$ cat src/rtl/tile_fill_engine.sv
// Tile memory write-port owner: CPU tile writes plus a rectangle fill sequencer.
// Optional TILE_FILL_INCR_EN enables per-write value increment (VALUE[8]).
module tile_fill_engine (
  input  logic        clk,
  input  logic        reset,
  input  logic        iomem_valid,
  output logic        iomem_ready,
  input  logic [3:0]  iomem_wstrb,
  input  logic [31:0] iomem_addr,
  input  logic [31:0] iomem_wdata,
  output logic [31:0] iomem_rdata,
  output logic        tm_wen,
  output logic [11:0] tm_waddr,
  output logic [5:0]  tm_wdata,
  output logic        busy,
  output logic        irq_done
);

  typedef enum logic {IDLE, FILL} state_t;
  state_t state_q, state_d;

  // programmed registers
  logic [5:0] x0_r, y0_r, val_r;
  logic [6:0] w_r, h_r;
  // copies latched at start
  logic [5:0] x0_q, y0_q, val_q, i_q, j_q;
  logic [6:0] w_q, h_q;
  logic       done_q;
`ifdef TILE_FILL_INCR_EN
  logic       incr_r, incr_q;
`endif

  logic        sel_tile, sel_reg, accept, cpu_wr, reg_wr, ctrl_wr;
  logic        start_req, zero_start, fill_start, emit, fill_last;
  logic        col_last, row_last;
  logic [6:0]  w_eff, h_eff;
  logic [5:0]  fill_row, fill_col;
  logic [31:0] rd_mux;
  logic        unused_bits;

  assign unused_bits = ^{iomem_wstrb[3:1], iomem_addr[31:24], iomem_addr[19:14],
                         iomem_addr[1:0], iomem_wdata[31:15], iomem_wdata[7]};

  function automatic logic [6:0] clamp64(input logic [6:0] v);
    return (v > 7'd64) ? 7'd64 : v;
  endfunction

  assign sel_tile   = (iomem_addr[23:20] == 4'h2);
  assign sel_reg    = (iomem_addr[23:20] == 4'h3);
  assign accept     = iomem_valid && !iomem_ready && (sel_tile || sel_reg);
  assign cpu_wr     = accept && sel_tile && iomem_wstrb[0];
  assign reg_wr     = accept && sel_reg && iomem_wstrb[0];
  assign ctrl_wr    = reg_wr && (iomem_addr[3:2] == 2'd0);
  assign w_eff      = clamp64(w_r);
  assign h_eff      = clamp64(h_r);
  assign start_req  = ctrl_wr && iomem_wdata[0] && (state_q == IDLE);
  assign zero_start = start_req && ((w_eff == 7'd0) || (h_eff == 7'd0));
  assign fill_start = start_req && !zero_start;
  assign col_last   = ({1'b0, i_q} == (w_q - 7'd1));
  assign row_last   = ({1'b0, j_q} == (h_q - 7'd1));
  assign fill_row   = y0_q + j_q;
  assign fill_col   = x0_q + i_q;
  assign busy       = (state_q == FILL);

  // A CPU tile write steals the port for its cycle; the sequencer simply holds.
  always_comb begin
    state_d   = state_q;
    emit      = 1'b0;
    fill_last = 1'b0;
    case (state_q)
      IDLE: if (fill_start) state_d = FILL;
      FILL: begin
        emit      = !cpu_wr;
        fill_last = emit && col_last && row_last;
        if (fill_last) state_d = IDLE;
      end
      default: state_d = IDLE;
    endcase
  end

  always_comb begin
    rd_mux = '0;
    case (iomem_addr[3:2])
      2'd0: rd_mux = {30'b0, busy, done_q};
      2'd1: rd_mux = {18'b0, y0_r, 2'b0, x0_r};
      2'd2: rd_mux = {17'b0, h_r, 1'b0, w_r};
`ifdef TILE_FILL_INCR_EN
      2'd3: rd_mux = {23'b0, incr_r, 2'b0, val_r};
`else
      2'd3: rd_mux = {26'b0, val_r};
`endif
      default: rd_mux = '0;
    endcase
  end

  always_ff @(posedge clk) begin
    if (reset) begin
      state_q     <= IDLE;
      iomem_ready <= 1'b0;
      iomem_rdata <= '0;
      tm_wen      <= 1'b0;
      tm_waddr    <= '0;
      tm_wdata    <= '0;
      irq_done    <= 1'b0;
      done_q      <= 1'b0;
      x0_r        <= '0;
      y0_r        <= '0;
      w_r         <= '0;
      h_r         <= '0;
      val_r       <= '0;
      x0_q        <= '0;
      y0_q        <= '0;
      w_q         <= '0;
      h_q         <= '0;
      val_q       <= '0;
      i_q         <= '0;
      j_q         <= '0;
`ifdef TILE_FILL_INCR_EN
      incr_r      <= 1'b0;
      incr_q      <= 1'b0;
`endif
    end else begin
      state_q     <= state_d;
      iomem_ready <= accept;
      iomem_rdata <= (accept && sel_reg && !iomem_wstrb[0]) ? rd_mux : '0;
      irq_done    <= zero_start || fill_last;

      if (ctrl_wr && iomem_wdata[1]) done_q <= 1'b0;
      if (zero_start || fill_last) done_q <= 1'b1;

      if (reg_wr) begin
        case (iomem_addr[3:2])
          2'd1: begin
            x0_r <= iomem_wdata[5:0];
            y0_r <= iomem_wdata[13:8];
          end
          2'd2: begin
            w_r <= iomem_wdata[6:0];
            h_r <= iomem_wdata[14:8];
          end
          2'd3: begin
            val_r <= iomem_wdata[5:0];
`ifdef TILE_FILL_INCR_EN
            incr_r <= iomem_wdata[8];
`endif
          end
          default: ;
        endcase
      end

      tm_wen   <= cpu_wr || emit;
      tm_waddr <= '0;
      tm_wdata <= '0;
      if (cpu_wr) begin
        tm_waddr <= iomem_addr[13:2];
        tm_wdata <= iomem_wdata[5:0];
      end else if (emit) begin
        tm_waddr <= {fill_row, fill_col};
        tm_wdata <= val_q;
      end

      if (fill_start) begin
        x0_q  <= x0_r;
        y0_q  <= y0_r;
        w_q   <= w_eff;
        h_q   <= h_eff;
        val_q <= val_r;
        i_q   <= '0;
        j_q   <= '0;
`ifdef TILE_FILL_INCR_EN
        incr_q <= incr_r;
`endif
      end else if (emit) begin
        if (col_last) begin
          i_q <= '0;
          j_q <= j_q + 6'd1;
        end else begin
          i_q <= i_q + 6'd1;
        end
`ifdef TILE_FILL_INCR_EN
        if (incr_q) val_q <= val_q + 6'd1;
`endif
      end
    end
  end

endmodule

$ cat config.mk
export PLATFORM = sky130hd
export DESIGN_NAME = tile_fill_engine
export DESIGN_NICKNAME = d
export VERILOG_FILES = /design/src/rtl/tile_fill_engine.sv
export SDC_FILE = /design/constraint.sdc
export NUM_CORES = 1
export LEC_CHECK = 0
export BUFFER_PORTS_ARGS = -buffer_cell sky130_fd_sc_hd__buf_2
export CAP_MARGIN = 20
export CORE_MARGIN = 2
export CORE_UTILIZATION = 58
export CTS_CLUSTER_DIAMETER = 50
export DETAILED_ROUTE_END_ITERATION = 8
export PLACE_DENSITY = 0.85
export SLEW_MARGIN = 15
export SYNTH_ARGS = -nofsm -noshare
export SYNTH_HDL_FRONTEND = slang
export SYNTH_SLANG_ARGS = --single-unit
export TNS_END_PERCENT = 10
$ cat constraint.sdc
create_clock -name clk -period 6.2 [get_ports clk]
set_input_delay 1.24 -clock clk [delete_from_list [all_inputs] [get_ports clk]]
set_output_delay 1.24 -clock clk [all_outputs]
set_load 0.02 [all_outputs]
==> out/summary.txt <==
Status: complete, no violations
Final period util: 51.4%
DIE WIDTH: 99.1 um
Mapped Cells: 585
RSZ-0062 raised after global routing: false
Setup Buffers After CTS: 0
Launch point of the worst path: iomem_addr[23]
Count leader, synth: dfxtp_1
Slew Limit Fails: 0
Top FF cell, synth: dfxtp_1
Grt ovf: 0
Sink Count: 113
R2R depth: 6
Mean Syn Cell Area: 8.97 sq um
Hold Buf Count CTS: 0
Worst slew margin: 35.8%
Synth top area cells: dfxtp_1 (43%), mux2i_1 (7.6%), nor2_1 (5.9%), a21oi_1 (5.1%), nand2_1 (3.8%)
Diodes inserted: 0
Clk slew on worst S/H paths: 0.06 ns
Post-synth EDFFs: 0
Asr flop ratio synth: 0%
Crit-path max cell delay: 0.44 ns
First-pass GRT wire length: 20600 um
Flops & latches, synth: 113
Largest net degree at the start of global routing: 91
DRC: 0
Die area: 0.00982 sq mm
Pin slew with the least headroom to its limit: 0.961 ns
Vias in the first global route: 4338
Fin. Hold Viols: 0
Fin cells: 757
Worst Setup Start Kind: primary input
Hold Crit Class: reg -> reg
Inserted Clock Buffers: 17
Power density cells: 286 mW/mm^2
CTS tree: done
IO Pins: 125
Ys Warns: 0
Skew final: 0.00561 ns
Maximum VDD drop: 0.195 mV
Sequential group share of total power: 41.7%
Mapped Area: 0.00525 sq mm
RePlAce Congestion: 0.862
Area Overhead vs Synth: 16.5%
Internal: 0.00138 W
Hold depth: 2
Synth cell types: 54
Synth top area share: 43.1%
Total track usage: 26.5%
Core Util, Final: 69.7%
Synth area leader: dfxtp_1
Worst-path cell chain: buf_2 > nor4b_2 > and4_1 > nand4_1 > buf_4 > nor2b_1 > o21ai_1 > nor2_1
Final Critical Period: 3.19 ns
Logic pwr share: 2.8%
Peak Freq: 0.314 GHz
FP Rows: 34
CTS Root Cell: clkbuf_8
Cts repair resizes: 0
Clock network power share: 55.5%
Via density: 5.83
Routed Antenna Nets: 0
Crit end category: register
Initial DRC Count: 250
P_sw: 0.000368 W
Critical path arrival: 3.58 ns
Setup-failing EPs final: 0
Max clock buf depth: 2
Routed Wire Length: 12500 um
Skew-Pair Late Insertion Delay: 0.52 ns
Net Sw Frac: 21.1%
Via count: 4413
WL per Instance: 16.5 um
Critical-path top delay cell: buf_4
Hold path start: val_q[3]$_SDFFE_PP0P_
Initial antenna violation count: 0
HPWL after DPL: 8040 um
Filler cells: 660
CTS H-tree lvls: 4
Initial core utilization: 59.9%
Seq/Total Area, Yosys: 43.1%
WS Path Type: in -> reg
Critical Path Fanout Max: 43
Synth top cells by count: dfxtp_1 (113), nor2_1 (83), a21oi_1 (53), nand2_1 (53), mux2i_1 (40)
CP required: 6.59 ns
Leak: 2.60 nW
Max-cap violations: 0
Ratio of cells with drive above 1 in the final layout: 18.3%
First-pass iteration count of the detailed router: 5
Reg2reg start: busy$_SDFF_PP0_
Setup tns final: 0 ns
Core footprint: 0.00876 sq mm
Layout Nets: 724
PortBufs: 69
Chip Height: 99.1 um
Cells after DPL: 726
[final timing paths]
kind                                  to  slack (ns)
hold reg to reg   tm_wdata[3]$_SDFF_PP0_        0.48
hold / removal    tm_wdata[3]$_SDFF_PP0_        0.48
setup reg to reg     j_q[2]$_SDFFE_PP0P_        3.37
setup / recovery     i_q[3]$_SDFFE_PP0P_        3.01
[power by group through the flow]
| stage | sequential (W) | clock, W | combinational, W |
|---|---|---|---|
| 2_1_floorplan | 0.000744 | 0 | 0.0000366 |
| 6_report | 0.000728 | 0.000971 | 0.0000486 |
| 4_1_cts | 0.000728 | 0.000976 | 0.0000478 |
| 5_1_grt | 0.000728 | 0.00101 | 0.0000521 |
| 3_3_place_gp | 0.000744 | 0 | 0.0000460 |
| 3_5_place_dp | 0.000744 | 0 | 0.0000472 |
[registers in the layout (all words and copies together), names as in the netlist]
name and cells:
tm_wdata 6, val_q 6, y0_q 6, x0_q 6
done_q 1, h_r 7, w_r 7, iomem_rdata 14
tm_waddr 12, y0_r 6, busy 1, iomem_ready 1
j_q 6, val_r 6, tm_wen 1, i_q 6
x0_r 6, w_q 7, irq_done 1, h_q 7
[metal layers]
layer / share of wire [%] / up-vias / track usage (%)
li1: - / 2110 / -
met1: 40 / 2074 / 32.1
met2: 50 / 199 / 44.3
met3: 7.4 / 30 / 7.31
met4: 2.5 / 0 / 11.7
met5: 0 / - / 0
[critical path: cells and delay by family]
family	cells	cell delay [ns]
compound gates	1	0.29
buf+inv	2	0.54
simple gates	5	1.50
[kinds of logic after synthesis]
logic type / synth area share [%]
other: 0.0715
flip-flops: 43.1
adder cells (fa/ha/maj): 4.10
multiplexers: 9.57
XOR/XNOR: 4.34
AND/OR/NAND/NOR: 21.0
AO/OA/AOI/OAI: 11.5
buffers and inverters: 6.35
[layout make-up]
cell class | instances | area (sq um) | area share (%)
Clock inverter | 10 | 134 | 2.19
Timing Repair Buffer | 73 | 375 | 6.14
Inverter | 7 | 26.3 | 0.430
Tap cell | 108 | 135 | 2.21
Clock buffer | 21 | 459 | 7.51
Sequential cell | 113 | 2260 | 37.0
Multi-Input combinational cell | 425 | 2720 | 44.5
[cell usage in the layout, fill, tap and decap left out, types with 4 or more instances in the layout]
cell	netlist	layout
inv_1	7	7
xor2_1	13	13
clkbuf_16	0	16
nor3b_1	13	12
nor2b_1	7	7
nand3b_1	4	4
a22oi_1	14	14
mux2_2	5	5
o211ai_1	5	5
nor3_1	7	7
ha_1	14	14
conb_1	1	18
o31ai_1	4	4
buf_4	20	4
mux2i_1	40	40
nand2_1	53	53
dfxtp_1	113	113
nand3_1	22	22
clkbuf_8	0	4
xnor2_1	13	13
clkinv_2	0	4
nor2_1	83	83
or4_1	4	4
nand4_1	7	7
buf_2	8	69
a21oi_1	53	53
[through the flow]
step	setup slack (ns)	area, sq um	hold WS [ns]	power (W)
2_1_floorplan	3.47	5310	0.445	0.000781
3_3_place_gp	2.64	5520	0.457	0.000790
3_5_place_dp	2.51	5520	0.463	0.000791
4_1_cts	3.05	6110	0.479	0.00175
5_1_grt	2.84	6110	0.516	0.00179
6_report	3.01	6110	0.479	0.00175
Power figures use the tool's default switching activity.
